**src/rtl/stack_pkg.sv**
```systemverilog
// Shared types for the data-stack sequencer.
//   stk_op_t       : opcode encoding presented on stack_ctrl.op
//   stk_pulse_t    : what one sequencer step does to the stack
//   stk_steps      : number of stack pulses an opcode expands into
//   stk_step_pulse : pulse issued at a given step of an opcode
package stack_pkg;

  localparam int STK_WIDTH = 36;
  localparam int STK_DEPTH = 64;

  typedef enum logic [2:0] {
    OP_NOP  = 3'd0,
    OP_PUSH = 3'd1,
    OP_DROP = 3'd2,
    OP_DUP  = 3'd3,
    OP_SWAP = 3'd4,
    OP_OVER = 3'd5,
    OP_NIP  = 3'd6,
    OP_REPL = 3'd7
  } stk_op_t;

  typedef enum logic [2:0] {
    NONE   = 3'd0,
    PUSH_T = 3'd1,  // push latched top
    PUSH_N = 3'd2,  // push latched next
    PUSH_D = 3'd3,  // push latched op_data
    DROP   = 3'd4
  } stk_pulse_t;

  function automatic logic [2:0] stk_steps(input stk_op_t op);
    logic [2:0] n;
    case (op)
      OP_PUSH, OP_DROP, OP_DUP, OP_OVER: n = 3'd1;
      OP_REPL: n = 3'd2;
      OP_NIP:  n = 3'd3;
      OP_SWAP: n = 3'd4;
      default: n = 3'd0;
    endcase
    return n;
  endfunction

  function automatic stk_pulse_t stk_step_pulse(input stk_op_t op, input logic [2:0] idx);
    stk_pulse_t p;
    p = NONE;
    case (op)
      OP_PUSH: if (idx == 3'd0) p = PUSH_D;
      OP_DROP: if (idx == 3'd0) p = DROP;
      OP_DUP:  if (idx == 3'd0) p = PUSH_T;
      OP_OVER: if (idx == 3'd0) p = PUSH_N;
      OP_SWAP: begin
        case (idx)
          3'd0, 3'd1: p = DROP;
          3'd2:       p = PUSH_T;
          3'd3:       p = PUSH_N;
          default:    p = NONE;
        endcase
      end
      OP_NIP: begin
        case (idx)
          3'd0, 3'd1: p = DROP;
          3'd2:       p = PUSH_T;
          default:    p = NONE;
        endcase
      end
      OP_REPL: begin
        case (idx)
          3'd0:    p = DROP;
          3'd1:    p = PUSH_D;
          default: p = NONE;
        endcase
      end
      default: p = NONE;
    endcase
    return p;
  endfunction

endpackage

```
**src/rtl/stack_ctrl.sv**
```systemverilog
// Sequencer between instruction decode and the 64x36 data stack. Accepts one
// opcode at a time, checks it for over/underflow against the tracked depth,
// and expands it into one registered push or drop pulse per cycle.
// Ports:
//   clk, rst                 : clock, synchronous active-high reset
//   op, op_data, op_valid    : request; op_ready high when idle
//   done, err                : completion / rejection pulses
//   ovf_sticky, unf_sticky   : latched error flags
//   depth                    : current entry count
//   stk_push, stk_drop, stk_D: pulses and write data to the stack
//   stk_top, stk_next        : stack read-back, sampled at accept
//   stk_rst                  : stack pointer reset (mirrors rst)
module stack_ctrl
  import stack_pkg::*;
#(
  parameter int WIDTH = STK_WIDTH,
  parameter int DEPTH = STK_DEPTH
) (
  input  logic             clk,
  input  logic             rst,
  input  logic [2:0]       op,
  input  logic [WIDTH-1:0] op_data,
  input  logic             op_valid,
  output logic             op_ready,
  output logic             done,
  output logic             err,
  output logic             ovf_sticky,
  output logic             unf_sticky,
  output logic [6:0]       depth,
  output logic             stk_push,
  output logic             stk_drop,
  output logic [WIDTH-1:0] stk_D,
  input  logic [WIDTH-1:0] stk_top,
  input  logic [WIDTH-1:0] stk_next,
  output logic             stk_rst
);

  // state | meaning
  // IDLE  | waiting for an op; rejected ops and NOP complete from here
  // STEPk | pulse k of the current op is on stk_push/stk_drop
  typedef enum logic [2:0] {
    IDLE  = 3'd0,
    STEP1 = 3'd1,
    STEP2 = 3'd2,
    STEP3 = 3'd3,
    STEP4 = 3'd4
  } state_t;

  state_t           state_q;
  stk_op_t          op_q;
  logic [WIDTH-1:0] t0_q, n0_q, d0_q, stk_d_q;
  logic [6:0]       depth_q;
  logic             push_q, drop_q, done_q, err_q, ovf_q, unf_q;

  stk_op_t          op_in, op_sel;
  logic             idle, unf_hit, ovf_hit, more, last;
  logic [2:0]       step_num, n_steps;
  stk_pulse_t       nxt_pulse;
  logic [WIDTH-1:0] nxt_data;

  // In IDLE the first pulse is issued straight from the request and the live
  // stack read-back; later steps use the operands latched at accept.
  always_comb begin
    op_in     = stk_op_t'(op);
    idle      = (state_q == IDLE);
    op_sel    = idle ? op_in : op_q;
    step_num  = idle ? 3'd0 : state_q;
    n_steps   = stk_steps(op_sel);
    nxt_pulse = stk_step_pulse(op_sel, step_num);
    more      = (step_num < n_steps);
    last      = ((step_num + 3'd1) == n_steps);
    case (nxt_pulse)
      PUSH_T:  nxt_data = idle ? stk_top  : t0_q;
      PUSH_N:  nxt_data = idle ? stk_next : n0_q;
      PUSH_D:  nxt_data = idle ? op_data  : d0_q;
      default: nxt_data = stk_d_q;
    endcase
    unf_hit = 1'b0;
    ovf_hit = 1'b0;
    case (op_in)
      OP_DROP, OP_REPL:         unf_hit = (depth_q == 7'd0);
      OP_SWAP, OP_NIP:          unf_hit = (depth_q < 7'd2);
      OP_OVER: begin
        unf_hit = (depth_q < 7'd2);
        ovf_hit = (depth_q >= 7'(DEPTH));
      end
      OP_DUP: begin
        unf_hit = (depth_q == 7'd0);
        ovf_hit = (depth_q >= 7'(DEPTH));
      end
      OP_PUSH:                  ovf_hit = (depth_q >= 7'(DEPTH));
      default: ;
    endcase
  end

  always_ff @(posedge clk) begin
    if (rst) begin
      state_q <= IDLE;
      op_q    <= OP_NOP;
      t0_q    <= '0;
      n0_q    <= '0;
      d0_q    <= '0;
      stk_d_q <= '0;
      depth_q <= '0;
      push_q  <= 1'b0;
      drop_q  <= 1'b0;
      done_q  <= 1'b0;
      err_q   <= 1'b0;
      ovf_q   <= 1'b0;
      unf_q   <= 1'b0;
    end else begin
      push_q <= 1'b0;
      drop_q <= 1'b0;
      done_q <= 1'b0;
      err_q  <= 1'b0;
      if (push_q)      depth_q <= depth_q + 7'd1;
      else if (drop_q) depth_q <= depth_q - 7'd1;

      if (idle) begin
        if (op_valid) begin
          op_q <= op_in;
          t0_q <= stk_top;
          n0_q <= stk_next;
          d0_q <= op_data;
          if (op_in == OP_NOP) begin
            done_q <= 1'b1;
          end else if (unf_hit || ovf_hit) begin
            done_q <= 1'b1;
            err_q  <= 1'b1;
            if (unf_hit) unf_q <= 1'b1;
            if (ovf_hit) ovf_q <= 1'b1;
          end else begin
            push_q  <= (nxt_pulse != NONE) && (nxt_pulse != DROP);
            drop_q  <= (nxt_pulse == DROP);
            stk_d_q <= nxt_data;
            done_q  <= last;
            state_q <= STEP1;
          end
        end
      end else if (more) begin
        push_q  <= (nxt_pulse != NONE) && (nxt_pulse != DROP);
        drop_q  <= (nxt_pulse == DROP);
        stk_d_q <= nxt_data;
        done_q  <= last;
        state_q <= state_t'(state_q + 3'd1);
      end else begin
        state_q <= IDLE;
      end
    end
  end

  assign op_ready   = idle & ~rst;
  assign done       = done_q;
  assign err        = err_q;
  assign ovf_sticky = ovf_q;
  assign unf_sticky = unf_q;
  assign depth      = depth_q;
  assign stk_push   = push_q;
  assign stk_drop   = drop_q;
  assign stk_D      = stk_d_q;
  assign stk_rst    = rst;

endmodule

```
**config.mk**
```make
export PLATFORM = sky130hd
export DESIGN_NAME = stack_ctrl
export DESIGN_NICKNAME = d
export VERILOG_FILES = /design/src/rtl/stack_pkg.sv /design/src/rtl/stack_ctrl.sv
export SDC_FILE = /design/constraint.sdc
export NUM_CORES = 1
export LEC_CHECK = 0
export ABC_AREA = 1
export CORE_MARGIN = 1.5
export CORE_UTILIZATION = 40
export DETAILED_ROUTE_END_ITERATION = 8
export PLACE_DENSITY_LB_ADDON = 0.2
export SLEW_MARGIN = 20
export SYNTH_ARGS = -nofsm -noshare
export SYNTH_HDL_FRONTEND = slang
export SYNTH_SLANG_ARGS = --single-unit
```
**constraint.sdc**
```tcl
create_clock -name clk -period 5.27 [get_ports clk]
set_input_delay 1.3175 -clock clk [delete_from_list [all_inputs] [get_ports clk]]
set_output_delay 1.3175 -clock clk [all_outputs]
set_load 0.02 [all_outputs]
```
### Word level (Yosys, flattened, before mapping)

Cells that the tools add are included.

| cells by class | value |
|---|---|
| reductions and logical operators | 20 |
| multiplexer cells | 45 |
| $add $sub $neg | 4 |
| equal/unequal tests | 26 |
| $lt $le $gt $ge | 3 |
| bitwise operators | 5 |

Operators with widths:

| cell | count |
|---|---|
| 36-bit two-way mux | 8 |
| 36-bit case mux with 3 select lines | 1 |
| 3-bit equality test (second input constant) | 9 |
| 3-bit by 2-bit equality test with 1-bit output (second input constant) | 8 |
| 3-bit two-way mux | 8 |
| 3-bit case mux with 7 select lines | 1 |
| 1-bit two-way mux | 18 |
| 7-bit two-way mux | 2 |
| 3-bit by 1-bit equality test with 1-bit output (second input constant) | 4 |
| 3-bit case mux with 2 select lines | 2 |
| 3-bit case mux with 4 select lines | 1 |
| 5-bit AND reduction | 2 |
| 3-bit logical NOT | 3 |
| 3-bit case mux with 3 select lines | 1 |
| 3-bit OR reduction | 3 |
| 4-bit OR reduction | 2 |
| 7-bit by 1-bit adder with 7-bit output (second input constant) | 1 |
| 7-bit >= comparator (second input constant) | 1 |
| 7-bit logical NOT | 1 |
| 7-bit by 2-bit < comparator with 1-bit output (second input constant) | 1 |
| 7-bit by 1-bit subtractor with 7-bit output (second input constant) | 1 |
| 3-bit by 1-bit adder with 3-bit output (second input constant) | 2 |
| 2-bit != test (second input constant) | 3 |
| 2-bit two-way mux | 2 |
| 14 further kinds | 18 |

| word-level totals | value |
|---|---|
| output and inout port bits | 51 |
| word-level logic and storage cells | 116 |
| bits in registers | 163 |
| input port bits | 114 |

### Logic depth before layout (Yosys ltp)

Gate-level depths: netlist (run 1).

| logic depth | value |
|---|---|
| depth in word-level cells | 12 |
| depth in mapped cells | 19 |
| depth with buffers taken out | 18 |

### Worst setup path before layout (run 1)

OpenSTA, ideal clock, no wires.

| path | value |
|---|---|
| kind | input-to-reg |
| start point | in op[0] |
| end point | reg stk_d_q[10] (netlist: stk_D[10]) |
| required time | 5.159 ns |
| setup slack | 2.029 ns |
| library setup time | 0.111 ns |
| data arrival time | 3.130 ns |
| path buffers | 1 |
| stages | 16 |
| cell sequence | inv_1 > nand3_1 > nand2_1 > nand3_1 > ha_1 > nand2_1 > nor2_1 > a211oi_1 > nand2_1 > o21ai_2 > inv_1 > nor2_8 > buf_6 > nand2_1 > nor2_1 > nor2_1 |

| between the ends | value |
|---|---|
| word-level cells in the longest chain between the ends | 9 |
| elaborated cells on any way between the ends | 39 |
| those cells by class | 1 x order compare; 19 x eq/ne; 11 x mux; 8 x reduce/logical |

Ends and longest elaborated chain:

| what | line | text |
|---|---|---|
| start: declaration | stack_ctrl.sv:21 | `input logic [2:0] op,` |
| 3-bit two-way mux | stack_ctrl.sv:66 | `op_sel = idle ? op_in : op_q;` |
| 3-bit equality test (tied with other cells) | stack_pkg.sv:32, stack_pkg.sv:45 |  |
| 3-bit case mux with 7 select lines | stack_pkg.sv:45 | `case (op)` |
| 3-bit by 2-bit equality test with 1-bit output or 3-bit by 1-bit equality test with 1-bit output (tied branches) | stack_ctrl.sv:72 | `case (nxt_pulse)` |
| 36-bit case mux with 3 select lines | stack_ctrl.sv:72 |  |
| 36-bit two-way mux | stack_ctrl.sv:127 | `end else if (unf_hit \|\| ovf_hit) begin` |
| 36-bit two-way mux | stack_ctrl.sv:125 | `if (op_in == OP_NOP) begin` |
| 36-bit two-way mux | stack_ctrl.sv:120 | `if (op_valid) begin` |
| 36-bit two-way mux | stack_ctrl.sv:119 | `if (idle) begin` |
| end signal: assignment | stack_ctrl.sv:135 | `stk_d_q <= nxt_data;` |
| end signal: assignment | stack_ctrl.sv:143 | `stk_d_q <= nxt_data;` |
| end: declaration | stack_ctrl.sv:51 | `logic [WIDTH-1:0] t0_q, n0_q, d0_q, stk_d_q;` |

Several ways; a longest one is shown, not always the timed one. The select of a mux whose other input is x is not followed.
A chain may end at the register's enable or synchronous reset.

### Worst setup path after layout (run 1)

| path | value |
|---|---|
| start point | in op[0] |
| end point | reg stk_d_q[34] (netlist: stk_D[34]) |

Same word-level chain as after synthesis.

==> results.py, run 1 <==
metrics = {
    "status": {
        "outcome": "finished clean",
    },
    "critical_path": {
        "critPathSlowestCell": "nor2_8",
        "crit_path_max_fanout": 36,
        "worstSetupPathType": "in -> reg",
        "critical_path.reg2reg.endpoint": "stk_D[34]",
        "required_ps": 5590,
        "crit_family": "simple AND/OR/NAND/NOR gates",
        "timing.critical_path.buf_inv": 3,
        "crit_start": "op[0]",
        "reg2regPathDepth": 18,
        "timing.rr.start": "state_q[0]",
        "rrSetupSlack_ps": 1430,
        "end_kind": "flop",
        "cp.arrival_ps": 4180,
        "start_kind": "input port",
        "critPathMaxStageDelay_ps": 500,
        "crit_end": "stk_D[34]",
        "worst-path-stages": 16,
        "crit_chain": "clkdlybuf4s50_1, inv_1, nand3_1, nand2_1, nand3_1, ha_1, nand2_1, nor2_1, a211oi_1, nand2_1, o21ai_2, inv_1, nor2_8, nand2_1, nor2_1, nor2_1",
        "cpMostUsedCell": "nand2_1",
    },
    "floorplan": {
        "dieWidth_um": 150,
        "core.rowCount": 53,
        "start_util_pct": 40.9,
        "core_area_sq_um": 21000,
        "ios": 165,
        "die_area_sq_um": 22400,
        "fp.dieH_um": 150,
    },
    "clock_network": {
        "post-cts-setup-buffers": 0,
        "worstSkewPairLatency_ps": 430,
        "cts_tree": "yes",
        "cts_buffer_depth": 2,
        "cts_htree_levels": 4,
        "cts_hold_buf": 0,
        "cts_sinks": 163,
        "cts-resized-gates": 0,
        "cts-root-buf": "clkbuf_16",
        "cts_inserted_buffers": 17,
        "clk_pin_slew_ps": 70,
    },
    "pwr": {
        "p_clk_share_pct": 23.0,
        "power_density_nw_per_um2": 512,
        "vdd_drop_max_v": 0.000307,
        "intPower_mw": 3.19,
        "p_seq_share_pct": 30.6,
        "switching_power_mw": 2.38,
        "switching_share_pct": 42.7,
        "power_frac_comb_pct": 46.4,
        "p_leak_nw": 4.85,
    },
    "sta": {
        "tightest_slew_ps": 1020,
        "min_period_ps": 3860,
        "final.setup.worst_slack_ps": 1410,
        "fin_skew_ps": 12.1,
        "fin_crit_sh_pct": 73.3,
        "hold_viol": 0,
        "setup_tns_ps": 0,
        "rsz0062_at_grt": "false",
        "max_slew_margin_pct": 31.7,
        "drv_slew": 0,
        "max_freq_ghz": 0.259,
        "finalSetupViolCount": 0,
    },
    "synth": {
        "synth-simple-area-share_pct": 27.5,
        "ys_warn_count": 0,
        "synth_mux_area_share_pct": 0,
        "synth_area_sq_um": 8590,
        "synth_xor_area_share_pct": 0.714,
        "synth_compound_area_share_pct": 20.0,
        "yosysUniqueCellTypes": 34,
        "synth_nets": 1474,
        "synth-seq-cells": 163,
        "yosysSeqAreaShare_pct": 38.0,
        "synth.avg_cell_area_sq_um": 6.37,
        "synth_top_family_by_area": "simple AND/OR/NAND/NOR gates",
        "syn_inst": 1348,
        "synth_adder_area_share_pct": 1.84,
    },
    "layout": {
        "finalNetCount": 1578,
        "drive_gt1_share_pct": 4.10,
        "final_common_cell": "nand2_1",
        "areaGrowthSynthToFinish_pct": 26.5,
        "mostFrequentLayoutCells": "nand2_1 (373), o21ai_0 (209), clkdlybuf4s50_1 (164)",
        "final_util_pct": 51.7,
        "fill_cells": 2126,
    },
    "placed_design": {
        "gp_congestion": 0.819,
        "place_ws_ps": 975,
        "dp_hpwl_mm": 17.3,
        "portBuffers": 164,
    },
    "route": {
        "avgViaCountPerCell": 4.96,
        "drcViolationCount": 0,
        "wl_mm": 25.9,
        "num_vias": 8635,
        "drt_iter0_markers": 621,
        "ant_nets": 0,
        "dr.pass1.iters": 7,
        "wire_per_inst_um": 14.9,
    },
    "hold_path": {
        "min-delay-path-class": "reg -> reg",
        "holdPathStages": 2,
        "hp-start": "t0_q[30]",
    },
    "global_route": {
        "grt_pass1_vias": 7437,
        "grt_use_total_pct": 23.2,
        "antenna_found_initial": 4,
        "grt_max_degree": 165,
        "grt_pass1_wl_mm": 40.3,
        "overflow": 0,
    },
    "flow_run": {
        "maxCapViolations": 0,
    },
}
## worst reg2reg max path, delay by kind of cell, from the launching register on
kind                     cells  cell delay [ps]
flip-flops                   1              340
AND/OR/NAND/NOR             11             1970
buffers and inverters        3              470
adder cells (fa/ha/maj)      2              670
AO/OA/AOI/OAI                2              300
## metrics by stage
step                      hold WS (ps)  area [sq um]  total power, mW  std cells
final                              442         10900             5.57       1742
after global routing               460         10900             6.00       1742
after CTS                          447         10900             5.60       1740
after detailed placement           438         10300             4.31       1708
after global placement             432         10300             4.28       1708
after floorplan                    425          8590             3.50       1348
## logic make-up after synthesis
kind of cell | Yosys count
and+or+nand+nor | 575
AOI/OAI and AO/OA | 339
buffers and inverters | 252
DFF | 163
adders and majority gates | 12
xor gates and xnor gates | 7
## state kept, by name, indices dropped and copies added (netlist names)
signal,count
err,1
unf_sticky,1
stk_drop,1
d0_q,36
done,1
stk_push,1
ovf_sticky,1
n0_q,36
op_q,3
state_q,3
stk_D,36
depth,7
t0_q,36
## area by class of cell
type	instances	area (sq um)	share of cell area, %
antenna	2	5.00	0.0461
sequential	163	3260	30.0
clock buffer	20	447	4.11
timing repair buffer	175	1720	15.9
tap	275	344	3.17
clock inverter	12	154	1.42
inverter	162	618	5.69
multi-input combinational	933	4310	39.7
## worst min-delay path by stage
stage,end,slack (ps)
after floorplan,n0_q[20],420
after global placement,t0_q[6],430
after detailed placement,t0_q[30],440
after CTS,t0_q[30],450
after global routing,t0_q[30],460
final,t0_q[30],440
## Yosys cell counts, drive strengths merged
master	count	area share (%)
dfxtp	163	38
buf	31	2.3
nor3	3	0.17
a21oi	125	7.4
xnor2	2	0.20
and3	1	0.073
fa	1	0.23
a211oi	2	0.17
nand4	1	0.073
nand2	377	17
nand3	90	5.4
nor2	100	4.8
clkbuf	59	2.6
inv	162	7.1
xor2	5	0.51
o211ai	2	0.17
or2	1	0.073
ha	11	1.6
nor4	2	0.15
o21ai	210	12
## per-layer routing
| metal | share of wire (%) | wire length, um | vias up | global-route usage (%) |
|---|---|---|---|---|
| li1 | - | - | 4487 | - |
| met1 | 46 | 12000 | 3859 | 32.6 |
| met2 | 46 | 11900 | 257 | 36.2 |
| met3 | 6.3 | 1640 | 28 | 4.18 |
| met4 | 1.4 | 374 | 4 | 6.58 |
| met5 | 0.081 | 21 | - | 0 |
## power by group through the flow
| stage | clock network [mW] | logic, mW | registers [mW] |
|---|---|---|---|
| 3_5_place_dp | 0 | 2.58 | 1.73 |
| 2_1_floorplan | 0 | 1.66 | 1.84 |
| 4_1_cts | 1.30 | 2.59 | 1.71 |
| 3_3_place_gp | 0 | 2.55 | 1.73 |
| 5_1_grt | 1.36 | 2.91 | 1.73 |
| 6_report | 1.28 | 2.58 | 1.70 |
Power figures use the tool's default switching activity.
==> run 2: changes to the inputs <==
==> constraint.sdc (replaced) <==
create_clock -name clk -period 3.2 [get_ports clk]
set_input_delay 0.8 -clock clk [delete_from_list [all_inputs] [get_ports clk]]
set_output_delay 0.8 -clock clk [all_outputs]
set_load 0.02 [all_outputs]
==> results.py, run 2 (same netlist as run 1, synthesis figures left out) <==
metrics = {
    "global_route": {
        "grt_max_degree": 149,
        "grt_pass1_wl_mm": 40.0,
        "antenna_found_initial": 4,
        "grt_use_total_pct": 23.0,
        "overflow": 0,
        "grt_pass1_vias": 7547,
    },
    "clock_network": {
        "cts-resized-gates": 0,
        "clk_pin_slew_ps": 70,
        "cts-root-buf": "clkbuf_16",
        "cts_tree": "yes",
        "cts_buffer_depth": 2,
        "cts_sinks": 163,
        "cts_inserted_buffers": 17,
        "worstSkewPairLatency_ps": 420,
        "cts_htree_levels": 4,
        "cts_hold_buf": 0,
        "post-cts-setup-buffers": 0,
    },
    "floorplan": {
        "fp.dieH_um": 150,
        "core_area_sq_um": 21000,
        "die_area_sq_um": 22400,
        "start_util_pct": 40.9,
        "dieWidth_um": 150,
        "core.rowCount": 53,
        "ios": 165,
    },
    "layout": {
        "drive_gt1_share_pct": 5.72,
        "fin_area_sq_um": 11200,
        "final_util_pct": 53.1,
        "seqCellArea_sq_um": 3260,
        "multiInputGateArea_sq_um": 4320,
        "finalNonFillerCells": 1765,
        "mostFrequentLayoutCells": "nand2_1 (373), o21ai_0 (209), clkdlybuf4s50_1 (164)",
        "fill_cells": 2034,
        "areaGrowthSynthToFinish_pct": 30.0,
        "finalNetCount": 1600,
        "final_common_cell": "nand2_1",
    },
    "flow_run": {
        "maxCapViolations": 0,
    },
    "sta": {
        "final.setup.worst_slack_ps": 193,
        "fin_crit_sh_pct": 94.0,
        "setup_tns_ps": 0,
        "fin_skew_ps": 8.54,
        "drv_slew": 0,
        "min_period_ps": 3010,
        "tightest_slew_ps": 543,
        "hold_slack_ps": 446,
        "max_freq_ghz": 0.333,
        "hold_viol": 0,
        "max_slew_margin_pct": 63.8,
        "rsz0062_at_grt": "false",
        "finalSetupViolCount": 0,
    },
    "route": {
        "drt_iter0_markers": 702,
        "num_vias": 8588,
        "ant_nets": 0,
        "avgViaCountPerCell": 4.87,
        "wire_per_inst_um": 14.5,
        "drcViolationCount": 0,
        "wl_mm": 25.5,
        "dr.pass1.iters": 5,
    },
    "critical_path": {
        "start_kind": "flop",
        "crit_family": "buffers and inverters",
        "critPathSlowestCell": "clkdlybuf4s50_1",
        "end_kind": "output port",
        "critPathMaxStageDelay_ps": 610,
        "worstSetupPathType": "reg -> out",
        "crit_chain": "inv_1, ha_4, nand2_4, buf_4, nor2_1, clkdlybuf4s50_1",
        "required_ps": 2400,
        "timing.critical_path.buf_inv": 3,
        "crit_path_max_fanout": 17,
        "rrSetupSlack_ps": 280,
        "cp.arrival_ps": 2210,
    },
    "pwr": {
        "p_leak_nw": 5.01,
        "power_density_nw_per_um2": 836,
        "fin_total_pwr_mw": 9.34,
        "vdd_drop_max_v": 0.000711,
    },
    "placed_design": {
        "place_ws_ps": -47.6,
        "dp_cells": 1730,
        "dp_hpwl_mm": 17.5,
        "portBuffers": 164,
        "gp_congestion": 0.897,
        "placed_area_sq_um": 10600,
    },
    "status": {
        "outcome": "finished clean",
    },
    "hold_path": {
        "min-delay-path-class": "reg -> reg",
    },
}
## run 2: worst register-to-register path: cells and delay by family (launching register included)
family | cells | cell delay [ps]
AND/OR/NAND/NOR | 11 | 1120
buffers and inverters | 4 | 600
adder cells (fa/ha/maj) | 2 | 510
flip-flops | 1 | 340
AO/OA/AOI/OAI | 2 | 260
## run 2: power breakdown
group          switching (mW)  leakage (nW)  internal, mW
Sequential              0.267          1.34          2.52
Clock                   0.899         0.282          1.13
Combinational            2.80          3.38          1.72
## run 2: area by class of cell
cell class	count	share of cell area, %
multi-input cells	933	38.7
flip-flops and latches	163	29.2
repair buffers	197	18.3
inverters	162	5.53
clock buffers	19	4.05
well taps	275	3.08
clock inverters	13	1.11
diodes	3	0.0672
## run 2: routing by layer
metal  routed length (um)  vias up  track usage (%)
li1                     -     4540                -
met1                12200     3774             32.7
met2                11500      249             35.0
met3                 1480       23             3.96
met4                  405        2             7.48
met5                   13        -                0
## run 2: path summary, 6_finish.rpt
kind / startpoint / endpoint / depth (start not counted)
setup reg to reg: state_q[0] / stk_D[13] / 19
hold reg to reg: t0_q[22] / t0_q[22] / 2
hold / removal: t0_q[22] / t0_q[22] / 2
setup / recovery: state_q[0] / op_ready / 6
==> run 3: changes to the inputs <==
--- a/config.mk
+++ b/config.mk
@@ -5,7 +5,6 @@
 export SDC_FILE = /design/constraint.sdc
 export NUM_CORES = 1
 export LEC_CHECK = 0
-export ABC_AREA = 1
 export CORE_MARGIN = 1.5
 export CORE_UTILIZATION = 40
 export DETAILED_ROUTE_END_ITERATION = 8
==> results.py, run 3 <==
metrics = {
    "status": {
        "outcome": "finished clean",
    },
    "flow_run": {
        "maxCapViolations": 0,
    },
    "clock_network": {
        "cts_htree_levels": 4,
        "cts_sinks": 163,
        "cts_hold_buf": 0,
        "clk_pin_slew_ps": 70,
        "cts-root-buf": "clkbuf_16",
        "worstSkewPairLatency_ps": 430,
        "cts_inserted_buffers": 17,
        "cts_buffer_depth": 2,
        "cts_tree": "yes",
    },
    "hold_path": {
        "holdPathStages": 2,
        "min-delay-path-class": "reg -> reg",
        "hp-start": "n0_q[33]",
    },
    "floorplan": {
        "fp.dieH_um": 149,
        "start_util_pct": 40.7,
        "dieWidth_um": 149,
        "core_area_sq_um": 21000,
        "die_area_sq_um": 22200,
        "core.rowCount": 53,
        "ios": 165,
    },
    "placed_design": {
        "gp_congestion": 0.868,
        "place_ws_ps": -759,
        "portBuffers": 164,
        "dp_cells": 1500,
        "dp_hpwl_mm": 16.9,
    },
    "synth": {
        "ys_top_cells_by_count": "nand2_1 (304), a21oi_1 (197), dfxtp_1 (163), nor3_1 (78)",
        "yosysUniqueCellTypes": 61,
        "yosys.cell_count.top_type": "nand2_1",
        "async_flop_share_pct": 0,
        "yosys-top-cells-area": "dfxtp_1 (38%), nand2_1 (13%), a21oi_1 (12%), mux2i_1 (8.4%), a2111oi_2 (5.3%)",
        "synth_area_sq_um": 8530,
        "synth-edff-count": 0,
        "synth_top_area_cell": "dfxtp_1",
        "synth.avg_cell_area_sq_um": 7.64,
        "synth-seq-cells": 163,
        "synth_top_cell_area_share_pct": 38.2,
        "yosysSeqAreaShare_pct": 38.2,
        "synth_nets": 1243,
        "syn_inst": 1117,
        "synthFlopType": "dfxtp_1",
        "ys_warn_count": 0,
    },
    "critical_path": {
        "reg2regPathDepth": 12,
        "required_ps": 3470,
        "timing.rr.start": "state_q[0]",
        "crit_start": "op[0]",
        "start_kind": "input port",
        "crit_path_max_fanout": 6,
        "end_kind": "flop",
        "worstSetupPathType": "in -> reg",
        "cp.arrival_ps": 3390,
    },
    "pwr": {
        "p_clk_share_pct": 24.5,
        "power_frac_comb_pct": 45.9,
        "fin_total_pwr_mw": 8.83,
        "p_seq_share_pct": 29.6,
        "power_density_nw_per_um2": 755,
        "vdd_drop_max_v": 0.000406,
        "intPower_mw": 5.37,
        "switching_power_mw": 3.46,
        "p_leak_nw": 4.52,
        "switching_share_pct": 39.1,
    },
    "layout": {
        "finalNonFillerCells": 1544,
        "drive_gt1_share_pct": 11.7,
        "mostFrequentLayoutCells": "nand2_1 (303), a21oi_1 (197), dfxtp_1 (162)",
        "finalNetCount": 1380,
        "areaGrowthSynthToFinish_pct": 37.0,
        "final_common_cell": "nand2_1",
    },
    "sta": {
        "max_freq_ghz": 0.320,
        "fin_crit_sh_pct": 97.6,
        "setup_tns_ps": 0,
        "min_period_ps": 3120,
        "final.setup.worst_slack_ps": 78.1,
        "rsz0062_at_grt": "true",
        "max_slew_margin_pct": 28.5,
        "fin_skew_ps": 9.14,
        "finalSetupViolCount": 0,
        "hold_viol": 0,
        "tightest_slew_ps": 1070,
        "drv_slew": 0,
    },
    "route": {
        "drt_iter0_markers": 623,
        "avgViaCountPerCell": 5.45,
        "drcViolationCount": 0,
        "dr.pass1.iters": 6,
        "ant_nets": 0,
        "wl_mm": 27.5,
        "num_vias": 8413,
        "wire_per_inst_um": 17.8,
    },
    "global_route": {
        "overflow": 0,
        "grt_pass1_wl_mm": 42.6,
        "antenna_found_initial": 2,
        "grt_use_total_pct": 24.4,
        "grt_max_degree": 99,
        "grt_pass1_vias": 7755,
    },
}
==> run 3: per-layer routing <==
layer  part of all wire [%]  track usage (%)
met2                     47             39.2
met5                      0                0
met1                     46             33.4
met3                    5.5             4.16
met4                    1.3             6.93
==> run 3: timing repair <==
action                     in CTS  in global routing
setup buffers                   3                  4
setup endpoints to repair      36                 36
gates cloned                    2                  1
pin swaps                       2                 15
resized for setup               7                 26
==> run 3: final timing paths <==
path | slack (ps) | end
setup / recovery | 80 | stk_D[15]
hold reg to reg | 450 | n0_q[33]
hold / removal | 450 | n0_q[33]
setup reg to reg | 90 | stk_D[15]
==> run 3: area by class of cell <==
type	instances	area (sq um)
Timing Repair Buffer	222	2250
Multi-Input combinational cell	841	5170
Clock buffer	21	470
Sequential cell	163	3260
Fill cell	1928	9270
Inverter	9	33.8
Tap cell	275	344
Antenna cell	2	5.00
Clock inverter	11	149
==> run 3: power groups by stage <==
| stage | Clock (mW) | Combinational (mW) | Sequential (mW) |
|---|---|---|---|
| final | 2.16 | 4.05 | 2.62 |
| after global routing | 2.28 | 4.34 | 2.66 |
| after CTS | 2.20 | 3.85 | 2.61 |
| after detailed placement | 0 | 3.77 | 2.65 |
| after global placement | 0 | 3.73 | 2.65 |
| after floorplan | 0 | 2.31 | 2.77 |
==> run 3: worst max-delay path, cell delays in order <==
cell	delay [ps]
clkdlybuf4s15_1	220
nor4bb_4	280
a31oi_1	80
nand3b_1	200
ha_1	330
o21ai_2	80
or4b_4	540
a21o_4	310
clkbuf_16	190
a2111oi_4	270
nor3_1	70
==> run 3: logic make-up (layout without fill, tap and decap cells) <==
kind of cell | count (synthesis) | count (layout) | share of synthesized area (%)
flops | 163 | 163 | 38.2
other cells | 0 | 2 | 0
simple gates | 483 | 483 | 24.4
buf+inv | 115 | 263 | 5.78
xor+xnor | 9 | 9 | 0.924
mux | 73 | 73 | 8.58
compound gates | 262 | 264 | 20.2
fa+ha+maj | 12 | 12 | 1.85
==> run 3: stage by stage <==
stage          utilization, %  instance area, sq um  hold slack, ps
2_1_floorplan               -                  8650             436
3_3_place_gp             51.0                 10700             441
3_5_place_dp             51.0                 10700             446
4_1_cts                  54.4                 11400             454
5_1_grt                  55.8                 11700             465
6_report                 55.8                 11700             452
==> variant (flow settings as in run 2) <==
Set the package constant `STK_WIDTH` to 72 (it was 36).
--- a/src/rtl/stack_pkg.sv
+++ b/src/rtl/stack_pkg.sv
@@ -6,5 +6,5 @@
 package stack_pkg;
 
-  localparam int STK_WIDTH = 36;
+  localparam int STK_WIDTH = 72;
   localparam int STK_DEPTH = 64;
 
Ports: changed (resized op_data, stk_D, stk_next and stk_top); port bits go from 165 to 309. The function was not compared with the original's and may differ.
==> variant against run 2 <==
Clock skew up 0.0033 ns. Total power up 100%. Maximum frequency up 5.1%. Cell count up 89%. Design area up 85%. Routed wire length up 110%. Synthesized area up 84%. Worst setup slack better by 0.15 ns. Highest routed layer unchanged. Sequential cell count up 144.
==> variant: results (changes against run 2) <==
- The worst hold-check slack was 0.444 ns (was 0.446 ns).
- The top fanout value on the critical path was 19 (was 17).
- The pre-CTS setup slack is -0.143 ns (was -0.0476 ns).
- The post-synthesis cell type count is 33 (was 34).
- The data arrival time of the critical path is 3.28 ns (was 2.21 ns).
- The pin count of the biggest net entering global routing was 213 (was 149).
- The fill cell total of the finished layout is 3817 (was 2034).
- The final wirelength is 53200 µm (was 25500 µm).
- The via count of the first global-routing pass came to 15400 (was 7547).
- The sequential fraction of the synthesis area is 0.389 (was 0.380).
- Run status: finished, final reports clean (unchanged).
- The peak ir drop on the vdd network is 0.000671 V (was 0.000711 V).
- The net total in the final layout was 3030 (was 1600).
- The via count normalized by instance count is 5.01 (was 4.87).
- The insertion delay of the later-clocked pin in the worst-skew pair came to 0.53 ns (was 0.42 ns).
- The post-detailed-route count of antenna-violating nets is 0 (unchanged).
- The slowest cell on the critical path is sky130_fd_sc_hd__clkdlybuf4s50_1 (unchanged).
- The number of detailed-routing iterations run before antenna repair is 6 (was 5).
- The first-pass GRT wire length is 82800 µm (was 40000 µm).
- The number of nets in the synthesized netlist was 2814 (was 1474).
- The count of port buffers added during placement was 308 (was 164).
- The pin slew with the least headroom to its limit came to 1.04 ns (was 0.543 ns).
- Most frequent cells after synthesis: sky130_fd_sc_hd__nand2_1, sky130_fd_sc_hd__dfxtp_1, sky130_fd_sc_hd__a21oi_1 (was sky130_fd_sc_hd__nand2_1, sky130_fd_sc_hd__o21ai_0, sky130_fd_sc_hd__dfxtp_1).
- The final setup skew came to 0.0118 ns (was 0.00854 ns).
- The global router's overall resource usage was 0.251 (was 0.230).
- The buffer cell driving the clock tree root is sky130_fd_sc_hd__clkbuf_16 (unchanged).
- Clock-pin slew was measured on the worst setup and hold paths at 0.06 ns.
- The final weighted congestion in routability-driven placement is 0.822 (was 0.897).
- The initial antenna violation count is 4 (unchanged).
- The half-perimeter wire length of the detailed placement result is 32700 µm (was 17500 µm).
- The fraction of synthesis flops using an asynchronous set or reset pin is 0 (unchanged).
- The number of design-rule violations left by the first detailed-router iteration is 1100 (was 702).
- The H-tree level count is 2 (was 4).
- The fraction of layout instances using a drive strength above 1 is 0.0471 (was 0.0572).
- The number of buffers on the longest clock path is 3 (was 2).
- The path class of the lowest-slack min-delay path is reg -> reg (unchanged).
- Cell types with the largest area share after synthesis: sky130_fd_sc_hd__dfxtp_1, sky130_fd_sc_hd__nand2_1, sky130_fd_sc_hd__a21oi_1 (was sky130_fd_sc_hd__dfxtp_1, sky130_fd_sc_hd__nand2_1, sky130_fd_sc_hd__o21ai_0).
- The setup fix buffers added after clock tree synthesis is 0 (unchanged).
- The longest individual stage delay on the worst path was 0.48 ns (was 0.61 ns).
- The cell type group with the largest total delay on the critical path is buffers and inverters (unchanged).
- The TritonCTS buffer count is 37 (was 17).
- The number of synthesis warnings is 0 (unchanged).
- The reported leakage power is 0.00943 µW (was 0.00501 µW).
variant: cell types whose count changed in the layout (fill, tap and decap cells not counted), moves of 43 or more:
cell,delta
sky130_fd_sc_hd__a21oi_1,+107
sky130_fd_sc_hd__clkdlybuf4s50_1,+142
sky130_fd_sc_hd__dfxtp_1,+142
sky130_fd_sc_hd__inv_1,+43
sky130_fd_sc_hd__nand2_1,+677
sky130_fd_sc_hd__nand3_1,+67
sky130_fd_sc_hd__nor2_1,+76
variant: area by class of cell:
type	instances	area share
Antenna cell	3	0.000364
Clock inverter	10	0.00618
Inverter	208	0.0388
Multi-Input combinational cell	1883	0.394
Tap cell	518	0.0314
Sequential cell	307	0.298
Timing Repair Buffer	359	0.179
Clock buffer	55	0.0520
variant: routing by layer:
metal,global-route usage,vias up,wire [µm]
met5,0,-,13
met4,0.0792,2,1390
met3,0.0472,86,3620
met2,0.409,523,24600
met1,0.336,7623,23600
li1,-,8498,-
variant: kinds of logic (layout without fill, tap and decap cells):
logic type | Yosys count | count (layout) | synth area share
xor gates and xnor gates | 7 | 7 | 0.00388
AOI/OAI and AO/OA | 464 | 464 | 0.148
buffers and inverters | 390 | 632 | 0.0988
DFF | 307 | 307 | 0.389
other | 0 | 3 | 0
and+or+nand+nor | 1400 | 1400 | 0.351
adders and majority gates | 12 | 12 | 0.00997
variant: power breakdown:
part	internal (µW)	switching [µW]	total (µW)
clock	2560	1670	4220
sequential	4770	529	5300
combinational	3210	5940	9150
total	10500	8140	18700
variant: final timing paths:
path,from,endpoint,slack (ns),cells past startpoint
worst max-delay path,op[1],stk_D[43],0.34,18
worst min register to register,n0_q[24],n0_q[24],0.44,2
worst min-delay path,n0_q[24],n0_q[24],0.44,2
worst max register to register,state_q[0],stk_D[43],0.34,19
variant: metrics by stage:
stage / utilization / cell area, µm² / instances / total power (µW)
after floorplan: - / 15800 / 2580 / 11000
after global placement: 0.499 / 19400 / 3273 / 14200
after detailed placement: 0.499 / 19400 / 3273 / 14400
after CTS: 0.530 / 20600 / 3338 / 18600
after global routing: 0.531 / 20600 / 3342 / 20000
final: 0.532 / 20600 / 3343 / 18700
variant: repair_timing:
item,CTS,global route
pin swaps,0,1
cloned,0,2
endpoints found under the hold margin,0,0
resized for setup,1,4
endpoints found under the setup margin,1,72
variant: worst min-delay path: stages (launching register included):
cell and delay (ns):
sky130_fd_sc_hd__dfxtp_1 0.29, sky130_fd_sc_hd__inv_1 0.05, sky130_fd_sc_hd__a21oi_1 0.05
